`src/rtl/found_collector_pkg.sv`:
```
// Shared types and helpers for the found_collector result stage.
// Holds the serializer state encoding, the CRC-8 polynomial, the record
// length calculation and the CRC-8 byte update used when
// FOUND_COLLECTOR_CRC_EN is defined.
package found_collector_pkg;

   typedef enum logic [1:0] {
      IDLE = 2'd0,
      SEND = 2'd1,
      CRC  = 2'd2
   } ser_state_e;

   localparam logic [7:0] CRC8_POLY = 8'h07;

   // Record length in bytes: index byte, padded linear bytes, tap bytes.
   function automatic int rec_bytes(input int size, input int taps);
      return 1 + (size + 7) / 8 + taps;
   endfunction

   // MSB-first CRC-8 update of a running CRC with one data byte.
   function automatic logic [7:0] crc8_update(input logic [7:0] crc, input logic [7:0] data);
      logic [7:0] c;
      c = crc ^ data;
      for (int b = 0; b < 8; b++) begin
         c = c[7] ? ((c << 1) ^ CRC8_POLY) : (c << 1);
      end
      return c;
   endfunction

endpackage

```
`src/rtl/record_fifo.sv`:
```
// Small synchronous FIFO of whole capture records.
// Read data is presented from the head entry without a read latency, so a
// pop and the use of its data happen in the same cycle. A write and a read
// may occur in the same cycle; fullness is judged before the read.
module record_fifo #(
   parameter int WIDTH = 48,
   parameter int DEPTH = 4
) (
   input  logic             clk,
   input  logic             res,
   input  logic             wr_en,
   input  logic [WIDTH-1:0] wr_data,
   input  logic             rd_en,
   output logic [WIDTH-1:0] rd_data,
   output logic             full,
   output logic             empty
);

   localparam int AW = $clog2(DEPTH);
   localparam logic [AW:0] PTR_ONE = 1;

   logic [AW:0]      wr_ptr_q, wr_ptr_d;
   logic [AW:0]      rd_ptr_q, rd_ptr_d;
   logic [WIDTH-1:0] mem [DEPTH];
   logic             wr_fire;
   logic             rd_fire;

   assign full    = (wr_ptr_q[AW] != rd_ptr_q[AW]) && (wr_ptr_q[AW-1:0] == rd_ptr_q[AW-1:0]);
   assign empty   = (wr_ptr_q == rd_ptr_q);
   assign wr_fire = wr_en && !full;
   assign rd_fire = rd_en && !empty;
   assign rd_data = mem[rd_ptr_q[AW-1:0]];

   // Advance the read and write pointers on accepted operations.
   always_comb begin
      wr_ptr_d = wr_ptr_q;
      rd_ptr_d = rd_ptr_q;
      if (wr_fire) wr_ptr_d = wr_ptr_q + PTR_ONE;
      if (rd_fire) rd_ptr_d = rd_ptr_q + PTR_ONE;
   end

   // Pointer registers; clearing them empties the FIFO.
   always_ff @(posedge clk) begin
      if (res) begin
         wr_ptr_q <= '0;
         rd_ptr_q <= '0;
      end else begin
         wr_ptr_q <= wr_ptr_d;
         rd_ptr_q <= rd_ptr_d;
      end
   end

   // Storage array; contents need no reset because the pointers gate them.
   always_ff @(posedge clk) begin
      if (wr_fire) mem[wr_ptr_q[AW-1:0]] <= wr_data;
   end

endmodule

```
`src/rtl/found_collector.sv`:
```
// found_collector: round-robin scanner of NLFSR found flags, record FIFO
// and byte serializer towards the UART transmitter.
// Optional feature macro FOUND_COLLECTOR_CRC_EN appends a CRC-8 byte
// (poly 0x07, init 0x00, MSB-first) after each record.
import found_collector_pkg::*;

module found_collector #(
   parameter int NUM_OF_MODULES = 30,
   parameter int NUM_OF_TAPS    = 2,
   parameter int SIZE           = 24,
   parameter int FIFO_DEPTH     = 4
) (
   input  logic                                clk,
   input  logic                                res,
   input  logic [NUM_OF_MODULES-1:0]           found,
   input  logic [NUM_OF_MODULES*SIZE-1:0]      co_buf_lin,
   input  logic [NUM_OF_MODULES*NUM_OF_TAPS*8-1:0] co_buf_non,
   output logic [NUM_OF_MODULES-1:0]           ack,
   output logic [7:0]                          tx_data,
   output logic                                tx_valid,
   input  logic                                tx_ready,
   output logic [15:0]                         hit_count,
   output logic                                busy
);

   localparam int LB    = (SIZE + 7) / 8;
   localparam int REC   = rec_bytes(SIZE, NUM_OF_TAPS);
   localparam int RW    = REC * 8;
   localparam int NW    = NUM_OF_TAPS * 8;
   localparam int PTR_W = (NUM_OF_MODULES > 1) ? $clog2(NUM_OF_MODULES) : 1;
   localparam int CNT_W = $clog2(REC);

   localparam logic [PTR_W-1:0] PTR_LAST = PTR_W'(NUM_OF_MODULES - 1);
   localparam logic [PTR_W-1:0] PTR_ONE  = 1;
   localparam logic [CNT_W-1:0] CNT_LAST = CNT_W'(REC - 1);
   localparam logic [CNT_W-1:0] CNT_ONE  = 1;

   logic [PTR_W-1:0]          ptr_q, ptr_d;
   logic [NUM_OF_MODULES-1:0] pending_q, pending_d;
   logic [NUM_OF_MODULES-1:0] ack_q, ack_d;
   logic [15:0]               hit_count_q, hit_count_d;

   logic                      sel_found;
   logic                      sel_pending;
   logic [SIZE-1:0]           sel_lin;
   logic [NW-1:0]             sel_non;
   logic                      capture;
   logic [RW-1:0]             rec_word;

   logic                      fifo_full;
   logic                      fifo_empty;
   logic                      fifo_pop;
   logic [RW-1:0]             fifo_rdata;

   ser_state_e                state_q, state_d;
   logic [RW-1:0]             shift_q, shift_d;
   logic [CNT_W-1:0]          cnt_q, cnt_d;
`ifdef FOUND_COLLECTOR_CRC_EN
   logic [7:0]                crc_q, crc_d;
`endif

   // Pick the flag, pending bit and coefficients of the module under the scan pointer.
   always_comb begin
      sel_found   = 1'b0;
      sel_pending = 1'b0;
      sel_lin     = '0;
      sel_non     = '0;
      for (int i = 0; i < NUM_OF_MODULES; i++) begin
         if (ptr_q == PTR_W'(i)) begin
            sel_found   = found[i];
            sel_pending = pending_q[i];
            sel_lin     = co_buf_lin[i*SIZE +: SIZE];
            sel_non     = co_buf_non[i*NW +: NW];
         end
      end
   end

   assign capture  = sel_found && !sel_pending && !fifo_full;
   assign rec_word = {8'(ptr_q), (LB*8)'(sel_lin), sel_non};

   // Scan pointer, pending tracking, ack pulse and hit counter updates.
   always_comb begin
      ptr_d       = (ptr_q == PTR_LAST) ? '0 : ptr_q + PTR_ONE;
      pending_d   = pending_q & found;
      ack_d       = '0;
      hit_count_d = hit_count_q;
      for (int i = 0; i < NUM_OF_MODULES; i++) begin
         if (capture && (ptr_q == PTR_W'(i))) begin
            pending_d[i] = 1'b1;
            ack_d[i]     = 1'b1;
         end
      end
      if (capture && (hit_count_q != 16'hFFFF)) hit_count_d = hit_count_q + 16'd1;
   end

   // Scanner and capture bookkeeping registers.
   always_ff @(posedge clk) begin
      if (res) begin
         ptr_q       <= '0;
         pending_q   <= '0;
         ack_q       <= '0;
         hit_count_q <= '0;
      end else begin
         ptr_q       <= ptr_d;
         pending_q   <= pending_d;
         ack_q       <= ack_d;
         hit_count_q <= hit_count_d;
      end
   end

   record_fifo #(
      .WIDTH (RW),
      .DEPTH (FIFO_DEPTH)
   ) u_fifo (
      .clk     (clk),
      .res     (res),
      .wr_en   (capture),
      .wr_data (rec_word),
      .rd_en   (fifo_pop),
      .rd_data (fifo_rdata),
      .full    (fifo_full),
      .empty   (fifo_empty)
   );

   // Serializer next state: load a record, shift bytes out on accept, optional CRC trailer.
   always_comb begin
      state_d  = state_q;
      shift_d  = shift_q;
      cnt_d    = cnt_q;
      fifo_pop = 1'b0;
`ifdef FOUND_COLLECTOR_CRC_EN
      crc_d    = crc_q;
`endif
      case (state_q)
         IDLE: begin
            if (!fifo_empty) begin
               fifo_pop = 1'b1;
               shift_d  = fifo_rdata;
               cnt_d    = '0;
               state_d  = SEND;
`ifdef FOUND_COLLECTOR_CRC_EN
               crc_d    = 8'h00;
`endif
            end
         end
         SEND: begin
            if (tx_ready) begin
               shift_d = shift_q << 8;
`ifdef FOUND_COLLECTOR_CRC_EN
               crc_d   = crc8_update(crc_q, shift_q[RW-1 -: 8]);
`endif
               if (cnt_q == CNT_LAST) begin
`ifdef FOUND_COLLECTOR_CRC_EN
                  state_d = CRC;
`else
                  state_d = IDLE;
`endif
               end else begin
                  cnt_d = cnt_q + CNT_ONE;
               end
            end
         end
`ifdef FOUND_COLLECTOR_CRC_EN
         CRC: begin
            if (tx_ready) state_d = IDLE;
         end
`endif
         default: state_d = IDLE;
      endcase
   end

   // Serializer registers; reset drops any partially sent record.
   always_ff @(posedge clk) begin
      if (res) begin
         state_q <= IDLE;
         shift_q <= '0;
         cnt_q   <= '0;
`ifdef FOUND_COLLECTOR_CRC_EN
         crc_q   <= 8'h00;
`endif
      end else begin
         state_q <= state_d;
         shift_q <= shift_d;
         cnt_q   <= cnt_d;
`ifdef FOUND_COLLECTOR_CRC_EN
         crc_q   <= crc_d;
`endif
      end
   end

   // Output byte follows the serializer state; zero whenever nothing is offered.
   always_comb begin
      tx_data = 8'h00;
      if (state_q == SEND) tx_data = shift_q[RW-1 -: 8];
`ifdef FOUND_COLLECTOR_CRC_EN
      else if (state_q == CRC) tx_data = crc_q;
`endif
   end

   assign tx_valid  = (state_q != IDLE);
   assign busy      = !fifo_empty || (state_q != IDLE);
   assign ack       = ack_q;
   assign hit_count = hit_count_q;

endmodule

```
`config.mk`:
```
export PLATFORM = sky130hd
export DESIGN_NAME = found_collector
export DESIGN_NICKNAME = d
export VERILOG_FILES = /design/src/rtl/found_collector_pkg.sv /design/src/rtl/record_fifo.sv /design/src/rtl/found_collector.sv
export SDC_FILE = /design/constraint.sdc
export NUM_CORES = 1
export LEC_CHECK = 0
export ABC_AREA = 1
export ABC_CLOCK_PERIOD_IN_PS = 4200
export CAP_MARGIN = 20
export CORE_AREA = 2 2 503 505
export CTS_CLUSTER_SIZE = 28
export DETAILED_ROUTE_END_ITERATION = 8
export DIE_AREA = 0 0 505 507
export GPL_ROUTABILITY_DRIVEN = 0
export PLACE_DENSITY_LB_ADDON = 0.3
export SYNTH_ARGS = -nofsm -noshare
export SYNTH_HDL_FRONTEND = slang
export SYNTH_SLANG_ARGS = --single-unit
```
`constraint.sdc`:
```
create_clock -name clk -period 4.2 [get_ports clk]
set_input_delay 0.84 -clock clk [delete_from_list [all_inputs] [get_ports clk]]
set_output_delay 0.84 -clock clk [all_outputs]
set_load 0.05 [all_outputs]
```
==> results <==
[synth_stat cells, types with 3 or more instances]
cell      number  area share [%]
nor2_4        25             1.1
o32ai_1       45             1.5
o21bai_1      12            0.35
nor3_1         8            0.16
inv_2         16            0.23
nand2_1     1382              20
inv_1        147             2.1
buf_4          3           0.087
dfxtp_1      141              11
nor2_1       447             6.5
nor4_1         4           0.097
a21oi_1      134             2.6
buf_1         37            0.54
o21ai_0      149             2.9
nand4_1       49             1.2
ha_1          13            0.63
o21ai_1       33            0.64
a22oi_1        3           0.087
xnor2_1        6            0.20
edfxtp_1     180              21
nand3_1      644              12
clkbuf_1     234             3.4
clkinv_1       3           0.044
xor2_1        10            0.34
nand2_4        3            0.13
a31oi_1       46             1.1
buf_2         28            0.54
or2_2        298             7.2
o211ai_1      38             1.1
[state kept, by name, indices dropped and copies added, names as in the netlist, named ones only]
| register | cells |
|---|---|
| u_fifo.mem | 180 |
| shift_q | 48 |
| ack | 30 |
| pending_q | 30 |
| hit_count | 16 |
| ptr_q | 5 |
| cnt_q | 3 |
| u_fifo.rd_ptr_q | 3 |
| u_fifo.wr_ptr_q | 3 |
| state_q | 1 |
[cells by family after synthesis]
kind of cell / count (synthesis)
DFF: 321
adders and majority gates: 13
AOI/OAI and AO/OA: 466
and+or+nand+nor: 2869
buffers and inverters: 473
xor gates and xnor gates: 16
[power by group]
part	internal, mW	switching (mW)	leakage [nW]
clock network	2.07	1.56	0.637
registers	3.87	0.287	2.82
logic	3.96	5.17	17.1
total	9.89	7.02	20.6
[worst max-delay path: cells and delay by family (launching register included)]
family,cells,cell delay (ns)
AND/OR/NAND/NOR,28,2.93
flip-flops,1,0.36
adder cells (fa/ha/maj),1,0.14
buffers and inverters,8,1.15
[what timing repair did]
action / in CTS / in global routing
setup buffers: 48 / 14
pin swaps: 167 / 215
hold buffers: 0 / 0
gates cloned: 12 / 13
setup endpoints to repair: 419 / 419
gates resized for setup: 581 / 280
[cells in the final DEF, fill, tap and decap left out, types with 6 or more instances in the layout]
cell type / n
a21oi_1: 129
a31oi_1: 43
buf_12: 127
buf_16: 11
buf_4: 241
buf_6: 55
buf_8: 13
clkbuf_1: 7
clkbuf_16: 50
clkdlybuf4s50_1: 1288
clkinv_1: 10
dfxtp_1: 135
diode_2: 18
edfxtp_1: 180
ha_1: 9
inv_1: 129
inv_2: 23
inv_4: 8
nand2_1: 1150
nand2_2: 165
nand2_4: 70
nand3_1: 355
nand3_2: 249
nand3_4: 42
nand4_1: 49
nor2_1: 428
nor2_4: 41
o211ai_1: 38
o21ai_0: 130
o21ai_1: 37
o21ai_2: 13
o21bai_1: 11
o32ai_1: 45
or2_2: 298
xnor2_1: 6
xor2_1: 10
[per-stage QoR]
step                cells  setup WS, ns  hold WS, ns
global route         9026        -0.822        0.486
global placement     8885         -1.66        0.450
CTS                  9004        -0.662        0.449
floorplan            4158        0.0461        0.428
detailed placement   8885         -1.67        0.456
finish               9042        -0.679        0.458
[routing by layer]
metal  vias up  part of all wire [%]  global-route usage [%]
li1      16700                     -                       -
met1     17400                    43                    22.9
met2      1690                    47                    30.4
met3       250                   7.8                    4.13
met4        40                   2.6                    3.61
met5         -                 0.099                       0
[cell type report]
class                   instances  area share, %
clock inverters                25          0.596
inverters                     167           1.29
repair buffers               1752           36.1
well taps                    3348           8.05
multi-input cells            3364           36.1
clock buffers                  47           1.95
diodes                         18         0.0865
flip-flops and latches        321           15.8
[path summary, 6_finish.rpt]
check	start	to	slack, ns	cells after the start
max	ptr_q[1]	u_fifo.mem[1][4]	-0.68	37
min	shift_q[30]	shift_q[38]	0.46	2
max reg2reg	ptr_q[1]	u_fifo.mem[1][4]	-0.68	37
min reg2reg	shift_q[30]	shift_q[38]	0.46	2
==> run_results.csv <==
group,metric,value,unit
pwr,irDropWorstVdd,0.383,mV
sta,worst_pin_slew,1.00,ns
critical_path,critPathKind,"reg2reg",
cts,clk_latency,0.62,ns
sta,slew_viol_final,0,
cells_and_area,syn2layout_area_growth,102,%
cells_and_area,nFillCells,28200,
cells_and_area,finalCoreUtilization,20.8,%
critical_path,crit_required,4.54,ns
detailed_routing,viasPerCell,4.00,
cts,clock_sinks,321,
critical_path,end_kind,"register",
synthesis,ys_seq_elements,321,
synthesis,synth_top_family_by_area,"simple AND/OR/NAND/NOR gates",
grt,grt.total_usage,17.9,%
die,die_y,507,um
critical_path,cpMostUsedCell,"nand3_2",
detailed_routing,ant_nets,0,
grt,grt_pass1_vias,35900,
synthesis,yosysSeqAreaShare,31.9,%
cts,clock-root-buffer,"clkbuf_16",
cts,numCtsBuffers,39,
cells_and_area,drive_gt1_share,25.9,%
sta,skew,0.0463,ns
sta,max_slew_margin,33.0,%
grt,antenna_found_initial,82,
cts,htreeDepth,2,
die,die_area,256000,um^2
cells_and_area,seq_area,8240,um^2
sta,setup_tns,-157.04,ns
detailed_routing,wirelength,242,mm
sta,finalCriticalPeriod,4.88,ns
pwr,totalPowerFinal,16.9,mW
synthesis,synthesis.area,25800,um^2
critical_path,slowest_stage,"dfxtp_4",
die,core-area,250000,um^2
synthesis,synth-warning-count,0,
sta,fmax,205,MHz
synthesis,synth-xor-area-share,0.543,%
cells_and_area,multi_input_area,18800,um^2
grt,grt_max_degree,91,
synthesis,synth_nets,5404,
synthesis,syn_avg_cell_area,6.21,um^2
placement,portBuffers,1288,
critical_path,cp-start-kind,"register",
critical_path,worst_path_largest_cell_delay,0.36,ns
synthesis,synthAdderAreaFrac,0.630,%
synthesis,synth_flop_cell,"edfxtp_1",
sta,setup_viol,419,
outcome,violations,"setup timing",
detailed_routing,wl_per_cell,26.7,um
sta,rsz0062_at_grt,"yes",
cts,clk_path_buf_depth,3,
die,fp.dieW,505,um
placement,place_area,46300,um^2
synthesis,async_reset_ff_share,0,%
die,io-pin-count,1289,
critical_path,crit_fanout,14,
pwr,powerDensity,325,nW/um^2
flow_run,drv_cap,0,
die,placementRows,184,
cells_and_area,finalInstanceArea,52100,um^2
outcome,run_status,"finished with violations",
synthesis,synth.distinct_cells,41,
synthesis,synth_compound_area_share,10.5,%
sta,fin_ws,-0.679,ns
cells_and_area,final_nets,6891,
grt,grt_overflow,0,
synthesis,muxShareOfSynthArea,0,%
detailed_routing,drt_iter0_drc,2778,
synthesis,synth_cells,4158,
detailed_routing,drc_errors,0,
grt,grt_pass1_wl,316,mm
die,start_util,10.3,%
sta,post-route-period-util,116,%
placement,dp_hpwl,201,mm
detailed_routing,first_pass_iters,5,
min_path,hold_path.class,"reg2reg",
synthesis,synth_edf_count,180,
pwr,p_leak,20.6,nW
synthesis,synth_simple_gate_area_share,49.2,%
sta,finalHoldViolations,0,
cts,path_clk_slew,0.06,ns
critical_path,worst-endpoint-arrival,5.22,ns
cts,cts_tree,"done",
detailed_routing,vias,36100,
(Power assumes the default switching activity.)
